`config.mk`:
```
export PLATFORM = sky130hd
export DESIGN_NAME = cdb_arbiter
export DESIGN_NICKNAME = d
export VERILOG_FILES = /design/src/rtl/tomasulo_pkg.sv /design/src/rtl/cdb_arbiter_rr_pick.sv /design/src/rtl/cdb_arbiter.sv
export SDC_FILE = /design/constraint.sdc
export NUM_CORES = 1
export LEC_CHECK = 0
export ABC_AREA = 1
export CAP_MARGIN = 25
export CORE_MARGIN = 2
export CORE_UTILIZATION = 47
export CTS_BUF_LIST = sky130_fd_sc_hd__clkbuf_2 sky130_fd_sc_hd__clkbuf_4 sky130_fd_sc_hd__clkbuf_8
export CTS_CLUSTER_DIAMETER = 30
export CTS_CLUSTER_SIZE = 24
export DETAILED_ROUTE_END_ITERATION = 12
export PLACE_DENSITY = 0.95
export RECOVER_POWER = 50
export SLEW_MARGIN = 20
export SYNTH_ARGS = -nofsm -noshare
export SYNTH_HDL_FRONTEND = slang
export SYNTH_SLANG_ARGS = --single-unit
```
`constraint.sdc`:
```
create_clock -name clk1 -period 6.8 [get_ports clk1]
set_clock_uncertainty 0.15 [all_clocks]
set_input_delay 1.02 -clock clk1 [delete_from_list [all_inputs] [get_ports clk1]]
set_output_delay 1.02 -clock clk1 [all_outputs]
set_load 0.005 [all_outputs]
```
`src/rtl/tomasulo_pkg.sv`:
```
// Shared Tomasulo core constants: ROB geometry, CDB requester indices and default widths.
package tomasulo_pkg;

  localparam int ROB_DEPTH  = 8;
  localparam int ROB_TAG_W  = 3;
  localparam int CDB_DATA_W = 16;

  localparam int SRC_ADD = 0;
  localparam int SRC_MUL = 1;
  localparam int SRC_BCH = 2;

  typedef logic [ROB_TAG_W-1:0] rob_tag_t;

endpackage

```
`src/rtl/cdb_arbiter_rr_pick.sv`:
```
// Rotating priority encoder: the first set request at or after ptr (mod N) wins.
module rr_pick #(
  parameter int N     = 3,
  parameter int PTR_W = 2
) (
  input  logic [N-1:0]     req,
  input  logic [PTR_W-1:0] ptr,
  output logic [N-1:0]     gnt
);

  always_comb begin
    logic found;
    int   idx;
    gnt   = '0;
    found = 1'b0;
    idx   = 0;
    for (int k = 0; k < N; k++) begin
      idx = (int'(ptr) + k) % N;
      if (!found && req[idx]) begin
        gnt[idx] = 1'b1;
        found    = 1'b1;
      end
    end
  end

endmodule

```
`src/rtl/cdb_arbiter.sv`:
```
// Common-data-bus arbiter: one grant per cycle, winner registered onto the CDB for one cycle.
// Build option CDB_AGE_PRIORITY_EN selects oldest-ROB-tag priority instead of round-robin.
module cdb_arbiter
  import tomasulo_pkg::*;
#(
  parameter int DATA_W = CDB_DATA_W,
  parameter int N_REQ  = 3,
  parameter int TAG_W  = ROB_TAG_W
) (
  input  logic                    clk1,
  input  logic                    rst_n,
  input  logic [N_REQ-1:0]        req_valid,
  input  logic [N_REQ*TAG_W-1:0]  req_tag,
  input  logic [N_REQ*DATA_W-1:0] req_data,
  output logic [N_REQ-1:0]        req_ready,
  input  logic [TAG_W-1:0]        rob_head,
  input  logic                    flush,
  output logic                    cdb_valid,
  output logic [TAG_W-1:0]        cdb_tag,
  output logic [DATA_W-1:0]       cdb_data,
  output logic [1:0]              cdb_src,
  output logic [15:0]             conflict_cnt
);

  logic [1:0]        rr_ptr_q, rr_ptr_d;
  logic              cdb_valid_q, cdb_valid_d;
  logic [TAG_W-1:0]  cdb_tag_q, cdb_tag_d;
  logic [DATA_W-1:0] cdb_data_q, cdb_data_d;
  logic [1:0]        cdb_src_q, cdb_src_d;
  logic [15:0]       conflict_cnt_q, conflict_cnt_d;

  logic [N_REQ-1:0]  rr_gnt, pick_gnt;
  logic [1:0]        win_idx;
  int                n_valid;

  rr_pick #(.N(N_REQ), .PTR_W(2)) u_rr_pick (
    .req (req_valid),
    .ptr (rr_ptr_q),
    .gnt (rr_gnt)
  );

`ifdef CDB_AGE_PRIORITY_EN
  // Age is distance from the ROB head; strict '<' keeps ties on the lowest index.
  always_comb begin
    logic             found;
    logic [TAG_W-1:0] age, best_age;
    pick_gnt = '0;
    found    = 1'b0;
    age      = '0;
    best_age = '0;
    for (int i = 0; i < N_REQ; i++) begin
      age = req_tag[i*TAG_W +: TAG_W] - rob_head;
      if (req_valid[i] && (!found || age < best_age)) begin
        pick_gnt    = '0;
        pick_gnt[i] = 1'b1;
        best_age    = age;
        found       = 1'b1;
      end
    end
  end
  logic unused_rr_gnt;
  assign unused_rr_gnt = &{1'b0, rr_gnt};
`else
  assign pick_gnt = rr_gnt;
  logic unused_rob_head;
  assign unused_rob_head = &{1'b0, rob_head};
`endif

  assign req_ready = (rst_n && !flush) ? pick_gnt : '0;

  always_comb begin
    win_idx = 2'd0;
    n_valid = 0;
    for (int i = 0; i < N_REQ; i++) begin
      if (req_ready[i]) win_idx = 2'(i);
      if (req_valid[i]) n_valid++;
    end
  end

  always_comb begin
    rr_ptr_d       = rr_ptr_q;
    cdb_valid_d    = 1'b0;
    cdb_tag_d      = cdb_tag_q;
    cdb_data_d     = cdb_data_q;
    cdb_src_d      = cdb_src_q;
    conflict_cnt_d = conflict_cnt_q;
    if (|req_ready) begin
      cdb_valid_d = 1'b1;
      cdb_tag_d   = req_tag[win_idx*TAG_W +: TAG_W];
      cdb_data_d  = req_data[win_idx*DATA_W +: DATA_W];
      cdb_src_d   = win_idx;
      rr_ptr_d    = (win_idx == 2'(N_REQ-1)) ? 2'd0 : win_idx + 2'd1;
    end
    if (n_valid >= 2 && !flush && conflict_cnt_q != 16'hFFFF)
      conflict_cnt_d = conflict_cnt_q + 16'd1;
  end

  always_ff @(posedge clk1) begin
    if (!rst_n) begin
      rr_ptr_q       <= '0;
      cdb_valid_q    <= 1'b0;
      cdb_tag_q      <= '0;
      cdb_data_q     <= '0;
      cdb_src_q      <= '0;
      conflict_cnt_q <= '0;
    end else begin
      rr_ptr_q       <= rr_ptr_d;
      cdb_valid_q    <= cdb_valid_d;
      cdb_tag_q      <= cdb_tag_d;
      cdb_data_q     <= cdb_data_d;
      cdb_src_q      <= cdb_src_d;
      conflict_cnt_q <= conflict_cnt_d;
    end
  end

  assign cdb_valid    = cdb_valid_q;
  assign cdb_tag      = cdb_tag_q;
  assign cdb_data     = cdb_data_q;
  assign cdb_src      = cdb_src_q;
  assign conflict_cnt = conflict_cnt_q;

endmodule

```
==> impl_metrics.toml, run 1 <==
[pwr]
power_density_nw_per_um2 = 238
p_int_mw = 0.528
pwr-share-seq_pct = 35.3
ir_drop_mv = 0.129
switchingPower_mw = 0.329
leakage_nw = 1.72
pwr-share-clk_pct = 18.0
switching_share_pct = 38.3
combPwrFrac_pct = 46.7
p_total_mw = 0.857

[floorplan]
core.rowCount = 26
pin_count = 107
die_x_um = 76.7
die_h_um = 76.7
initial_core_util_pct = 48.7
core_area_um2 = 5110
die_area_um2 = 5890

[clock_network]
cts-buffers-inserted = 5
clkSlewWorstSetupHoldPaths_ns = 0.07
cts.repair.resized = 0
cts_tree = "yes"
clock-sinks = 39
clock_latency_ns = 0.29
cts.path.max_buffers = 2
root_buffer = "clkbuf_8"
postCtsHoldBufs = 0
postCtsSetupRepairBufs = 0
h-tree-depth = 2

[sta]
max_freq_mhz = 202
setup_tns_ns = 0
rsz0062_at_grt = "no"
slew_viol_final = 0
setup_viol = 0
hold_violations = 0
relSlewSlack_pct = 58.4
finalCritPeriodShare_pct = 73.0
min_period_ns = 4.96
worst_pin_slew_ns = 0.622
fin_hold_ws_ns = 0.301

[critical_path]
cp.arrival_ns = 3.79
worstPathRequired_ns = 5.63
ff2ff_setup_slack_ns = 3.76
path_max_fanout = 33
cp-start-kind = "primary input"
worstSetupPathType = "in -> out"
worst_setup_path_end_kind = "output port"

[global_route]
grtUsageMet2_pct = 43.9
grt_max_degree = 34
use_met3_pct = 8.00
grt_pass1_vias = 2761
track_usage_pct = 24.2
grt-ovfl-total = 0
top_usage_layer = "met2"
antenna_found_initial = 0
grt_pass1_wl_um = 11700
use_met1_pct = 25.7

[route]
wl_per_cell_um = 12.5
drtIter0Drc = 120
vias = 2870
wl_um = 7010
ant_nets = 0
drc = 0
dr.pass1.iters = 5
viasPerCell = 5.13

[synthesis]
synth.avg_cell_area_um2 = 6.34
synth-seq-cells = 39
syn_nets = 465
ys_seq_area_share_pct = 31.4
syn_inst = 392
synth_area_um2 = 2490
yosys_warnings = 0
synth.distinct_cells = 31

[place]
place_inst = 552
place_hpwl_um = 5350
numPortBuffers = 103
gp_congestion = 0.919

[cells_and_area]
finalCoreUtilization_pct = 70.5
nFillCells = 453
final_cell_mix = "115 x nand2_1, 64 x clkdlybuf4s50_1, 49 x inv_1"
syn_to_final_growth_pct = 44.7
layout_commonest_cell = "nand2_1"
regArea_um2 = 781
drive_above_1_share_pct = 7.76
nNetsFinal = 562
final_cells = 560
antennaDiodeCount = 0
multi_input_area_um2 = 1390

[worst_hold_path]
hold_class = "reg -> reg"

[run]
maxCapViolCount = 0

[run_status]
run_status = "completed"
[power by group through the flow]
stage | clock, mW | combinational [mW] | sequential (mW)
floorplan | 0 | 0.245 | 0.310
global placement | 0 | 0.401 | 0.307
detailed placement | 0 | 0.415 | 0.309
CTS | 0.155 | 0.419 | 0.305
global route | 0.168 | 0.445 | 0.309
finish | 0.154 | 0.400 | 0.302
[stage by stage]
step                worst slack, ns  instance area [um2]
floorplan                      3.69                 2490
global placement               1.93                 3510
detailed placement             1.86                 3510
CTS                            1.84                 3600
finish                         1.84                 3600
global route                   1.69                 3600
[flip-flops by register name (all words and copies together) (netlist names)]
name	flops
conflict_cnt	16
rr_ptr_q	1
cdb_data	16
cdb_tag	3
cdb_src	2
cdb_valid	1
[cells in the mapped netlist, drive strengths merged]
cell | count | area [um2]
a31oi | 2 | 12.5
nand3 | 34 | 193
buf | 12 | 90.1
o21a | 3 | 22.5
or2 | 1 | 6.26
a21oi | 25 | 140
clkbuf | 2 | 7.51
nand4 | 11 | 68.8
ha | 7 | 87.6
nor4 | 3 | 18.8
nand2 | 124 | 493
o21ai | 28 | 148
nor2 | 35 | 146
clkinv | 1 | 8.76
a211oi | 1 | 7.51
dfxtp | 39 | 781
xor2 | 1 | 8.76
inv | 55 | 206
nor3 | 8 | 40.0
[critical path, cell delays in order]
cell	delay (ns)
clkdlybuf4s50_1	0.45
buf_4	0.24
inv_2	0.15
nor2_2	0.40
nand2_2	0.48
inv_2	0.45
clkdlybuf4s50_1	0.58
[routing by layer]
metal / vias up / share of wire, %
li1: 1445 / -
met1: 1284 / 39
met2: 123 / 50
met3: 18 / 8.8
met4: 0 / 2.6
met5: - / 0
[cell type report]
| cell class | count | area share, % |
|---|---|---|
| clock buffers | 5 | 1.91 |
| clock inverters | 3 | 0.417 |
| repair buffers | 104 | 28.9 |
| well taps | 70 | 2.43 |
| flip-flops and latches | 39 | 21.7 |
| multi-input cells | 283 | 38.7 |
| inverters | 56 | 5.98 |
[path summary, 6_finish.rpt]
kind                             from  cells after the start                   endpoint
max                             rst_n                      7               req_ready[2]
min          cdb_data[9]$_SDFFE_PN0P_                      2   cdb_data[9]$_SDFFE_PN0P_
max reg2reg   cdb_src[0]$_SDFFE_PN0P_                     15  cdb_data[10]$_SDFFE_PN0P_
min reg2reg  cdb_data[9]$_SDFFE_PN0P_                      2   cdb_data[9]$_SDFFE_PN0P_
[logic make-up after synthesis]
logic type      count (synthesis)  synth area share, %
simple gates                  216                 38.9
compound gates                 59                 13.3
fa+ha+maj                       7                 3.52
xor+xnor                        1                0.352
flops                          39                 31.4
buf+inv                        70                 12.6
No activity file was read; power rests on OpenSTA's default activity.
==> run 2, diff against run 1 <==
CORE_UTILIZATION = 44   (was 47)
PLACE_DENSITY = 0.92   (was 0.95)
clock period = 5.08 ns   (was 6.8 ns; I/O delays follow)
==> run 2 against run 1 <==
Count of clock-buffer cells in the layout stayed put. First-iteration DRC count increased by 7.5%. Global-route usage down 1.7 points. Utilization fell by 4.6 points. Highest routed layer unchanged. Critical path depth stayed put. Worst hold slack gained 0.0013 ns. Final area grew 0.21%. Worst setup slack got worse by 0.68 ns. Die area up 6.5%. Via count rose by 0.63%. Critical endpoint unchanged.
==> impl_metrics.toml, run 2 (synthesis gave the netlist of run 1 again) <==
[floorplan]
die_h_um = 79.2
core_area_um2 = 5470
initial_core_util_pct = 45.4
core.rowCount = 27
die_x_um = 79.2
die_area_um2 = 6270
pin_count = 107

[clock_network]
cts.repair.resized = 0
cts.path.max_buffers = 2
root_buffer = "clkbuf_8"
postCtsSetupRepairBufs = 0
clkSlewWorstSetupHoldPaths_ns = 0.07
clock_latency_ns = 0.29
cts_tree = "yes"
h-tree-depth = 2
clock-sinks = 39
cts-buffers-inserted = 5
postCtsHoldBufs = 0

[critical_path]
worstSetupPathType = "in -> out"
worstPathRequired_ns = 4.17
path_cells = "clkdlybuf4s50_1 > buf_4 > inv_2 > nor2_2 > nand2_2 > inv_2 > clkdlybuf4s50_1"
worst_setup_path_end_kind = "output port"
cpPeakStageDelay_ns = 0.58
r2r-start = "cdb_src[0]$_SDFFE_PN0P_"
crit_buf_inv = 5
cp-start-kind = "primary input"
critPathTopFamily = "buffers and inverters"
slowest_stage = "clkdlybuf4s50_1"
path_max_fanout = 22
cp.arrival_ns = 3.01
reg2reg_depth = 16
ff2ff_setup_slack_ns = 2.10
r2r_end = "cdb_data[14]$_SDFFE_PN0P_"

[worst_hold_path]
holdCritStartpoint = "cdb_data[9]$_SDFFE_PN0P_"
hold_class = "reg -> reg"
hold_path_depth = 2
min_to = "cdb_data[9]$_SDFFE_PN0P_"

[cells_and_area]
final_cells = 563
syn_to_final_growth_pct = 45.0
nNetsFinal = 563
nFillCells = 483
final_cell_mix = "116 x nand2_1, 64 x clkdlybuf4s50_1, 48 x inv_1"
finalCoreUtilization_pct = 65.9
layout_commonest_cell = "nand2_1"
drive_above_1_share_pct = 7.94
regArea_um2 = 781
antennaDiodeCount = 0
multi_input_area_um2 = 1390

[route]
drc = 0
wl_um = 6770
vias = 2888
wl_per_cell_um = 12.0
drtIter0Drc = 129
viasPerCell = 5.13
dr.pass1.iters = 5
ant_nets = 0

[sta]
max_freq_mhz = 255
worst_pin_slew_ns = 0.452
setup_tns_ns = 0
fin_ws_ns = 1.16
relSlewSlack_pct = 69.8
min_period_ns = 3.92
slew_viol_final = 0
finalCritPeriodShare_pct = 77.2
hold_violations = 0
rsz0062_at_grt = "no"
setup_viol = 0

[pwr]
p_total_mw = 1.14
power_density_nw_per_um2 = 316
ir_drop_mv = 0.191
leakage_nw = 1.72

[global_route]
track_usage_pct = 22.5
grt_pass1_wl_um = 11400
antenna_found_initial = 0
grt_max_degree = 33
grt_pass1_vias = 2749
grt-ovfl-total = 0

[place]
numPortBuffers = 103
place_inst = 555
preCtsSetupSlack_ns = 1.18
gp_congestion = 0.894
place_hpwl_um = 5210

[run_status]
run_status = "completed"

[run]
maxCapViolCount = 0
[run 2: cell types whose count changed in the layout (fill, tap and decap cells not counted), sizes merged]
cell	before	now
buf	1	2
[run 2: power by group]
group / leakage (nW) / switching (mW) / internal (mW)
Clock: 0.0477 / 0.107 / 0.0939
Combinational: 1.36 / 0.291 / 0.243
Sequential: 0.318 / 0.0350 / 0.371
[run 2: metal layers]
metal | track usage, % | wire length [um] | vias up
li1 | - | - | 1450
met1 | 23.7 | 2560 | 1292
met2 | 40.9 | 3420 | 134
met3 | 8.64 | 680 | 12
met4 | 7.24 | 108 | 0
met5 | 0 | 0 | -
[run 2: worst min-delay path: cells and delay by family (launching register included)]
| kind | cells | cell delay [ns] |
|---|---|---|
| simple gates | 2 | 0.10 |
| flops | 1 | 0.31 |
[run 2: worst max-delay path by stage]
stage | end | cells past startpoint | slack (ns) | from
final | req_ready[2] | 7 | 1.16 | rst_n
after global routing | req_ready[2] | 7 | 1.03 | rst_n
after CTS | req_ready[2] | 7 | 1.17 | rst_n
after detailed placement | req_ready[2] | 7 | 1.18 | rst_n
after global placement | req_ready[2] | 7 | 1.22 | rst_n
after floorplan | req_ready[2] | 12 | 2.46 | cdb_src[0]$_SDFFE_PN0P_
[run 2: layout make-up]
class,count,area share [%]
clock buffer,5,1.91
clock inverter,3,0.416
inverter,56,5.97
multi-input combinational,283,38.5
sequential,39,21.7
tap,72,2.50
timing repair buffer,105,29.0
[run 2: through the flow]
step,hold slack (ns),area [um2]
after global routing,0.343,3610
final,0.303,3610
after global placement,0.280,3520
after floorplan,0.292,2490
after detailed placement,0.294,3520
after CTS,0.307,3610
==> run 3, diff against run 2 <==
CORE_UTILIZATION = 40   (was 44)
PLACE_DENSITY = 0.88   (was 0.92)
clock period = 3.4 ns   (was 5.08 ns; I/O delays follow)
==> run 3 against run 2 <==
Cell count rose by 0.89%. Utilization fell by 4.9 points. Flip-flop and latch count did not move. Worst hold slack barely moved. Total power rose by 51%. Largest power group unchanged.
==> impl_metrics.toml, run 3 (synthesis gave the netlist of run 1 again) <==
[run_status]
run_status = "completed"

[global_route]
grt_pass1_wl_um = 11400
grt_pass1_vias = 2661
grt_max_degree = 29
grtUsageMet2_pct = 36.5
top_usage_layer = "met2"
use_met1_pct = 21.9
track_usage_pct = 19.9
antenna_found_initial = 0
grt-ovfl-total = 0
use_met3_pct = 5.17

[pwr]
power_density_nw_per_um2 = 475
leakage_nw = 1.73
ir_drop_mv = 0.299

[critical_path]
worst_setup_path_end_kind = "output port"
path_common_cell = "nand2_1"
worstSetupPathType = "in -> out"
slowest_stage = "dlygate4sd3_1"
cp-start-kind = "primary input"
worstPathRequired_ns = 2.74
path_max_fanout = 15
cpPeakStageDelay_ns = 0.65
path_cells = "dlygate4sd3_1 > inv_1 > nand2_1 > nand3_1 > nand2_1 > nand3_1 > nand2_1 > inv_1 > nand2_2 > nand2_4 > clkinv_4 > clkdlybuf4s50_1"
crit_buf_inv = 5
cp.arrival_ns = 2.57
critPathTopFamily = "buffers and inverters"

[place]
place_hpwl_um = 5530
numPortBuffers = 103
place_area_um2 = 3540
gp_congestion = 0.913

[floorplan]
die_x_um = 82.8
pin_count = 107
die_h_um = 82.8
core_area_um2 = 5960
initial_core_util_pct = 41.7
die_area_um2 = 6860
core.rowCount = 28

[worst_hold_path]
hold_class = "reg -> reg"

[sta]
rsz0062_at_grt = "no"
max_freq_mhz = 310
setup_viol = 0
hold_violations = 0
finalCritPeriodShare_pct = 95.0
min_period_ns = 3.23
worst_pin_slew_ns = 0.429
slew_viol_final = 0
relSlewSlack_pct = 71.4
setup_tns_ns = 0

[clock_network]
clock-sinks = 39
cts.path.max_buffers = 2
cts_tree = "yes"
root_buffer = "clkbuf_8"
h-tree-depth = 2
clock_latency_ns = 0.29
clkSlewWorstSetupHoldPaths_ns = 0.08
cts-buffers-inserted = 5
postCtsSetupRepairBufs = 0

[route]
ant_nets = 0
dr.pass1.iters = 4
wl_per_cell_um = 12.5
vias = 2882
drc = 0
drtIter0Drc = 154
wl_um = 7080
viasPerCell = 5.07

[cells_and_area]
nFillCells = 568
syn_to_final_growth_pct = 46.1
layout_commonest_cell = "nand2_1"
design_area_um2 = 3630
nNetsFinal = 565
final_cell_mix = "116 x nand2_1, 64 x clkdlybuf4s50_1, 48 x inv_1"
drive_above_1_share_pct = 8.72
antennaDiodeCount = 0
finalCoreUtilization_pct = 61.0

[run]
maxCapViolCount = 0
run 3: area by class of cell:
class / instances / area [um2] / share of cell area [%]
Inverter: 56 / 215 / 5.92
Clock inverter: 3 / 20.0 / 0.551
Timing Repair Buffer: 107 / 1060 / 29.2
Multi-Input combinational cell: 283 / 1390 / 38.3
Clock buffer: 5 / 68.8 / 1.89
Tap cell: 75 / 93.8 / 2.58
Sequential cell: 39 / 782 / 21.5
run 3: where the power goes:
part	internal [mW]	switching (mW)	leakage [nW]
clock	0.143	0.168	0.0402
combinational	0.371	0.439	1.37
sequential	0.554	0.0521	0.319
total	1.07	0.659	1.73
run 3: worst reg2reg max path: stages, from the launching register on:
cell and delay (ns):
dfxtp_2 0.37, inv_1 0.08, ha_2 0.35, inv_2 0.11
nand2_1 0.05, nand3_1 0.08, nand2_1 0.07, nand2_2 0.08
inv_2 0.05, nand3_1 0.09, nand2_2 0.13, nand2_4 0.10
buf_4 0.20, nand3_4 0.29, nor2_4 0.35, nand2_1 0.09
nand2_1 0.06
run 3: final timing paths:
check	startpoint	endpoint	slack, ns	cells after the start
min reg2reg	cdb_data[14]$_SDFFE_PN0P_	cdb_data[14]$_SDFFE_PN0P_	0.30	2
max reg2reg	cdb_src[0]$_SDFFE_PN0P_	cdb_src[0]$_SDFFE_PN0P_	0.64	16
max	req_valid[0]	req_ready[1]	0.17	12
min	cdb_data[14]$_SDFFE_PN0P_	cdb_data[14]$_SDFFE_PN0P_	0.30	2
run 3: layer usage:
layer  wire [um]  up-vias
li1            -     1454
met1        2880     1292
met2        3500      119
met3         544       17
met4         150        0
met5           0        -
run 3: timing repair:
action	CTS	global route
endpoints found under the setup margin	0	3
endpoints found under the hold margin	0	0
gates resized for setup	0	3
hold buffers	0	0
run 3: through the flow:
| step | worst slack (ns) | power (mW) | cells | hold slack, ns |
|---|---|---|---|---|
| final | 0.169 | 1.73 | 568 | 0.302 |
| after global routing | 0.0304 | 1.87 | 568 | 0.323 |
| after CTS | 0.101 | 1.77 | 568 | 0.305 |
| after detailed placement | 0.179 | 1.46 | 560 | 0.290 |
| after global placement | 0.288 | 1.43 | 560 | 0.289 |
| after floorplan | 1.03 | 1.11 | 392 | 0.292 |
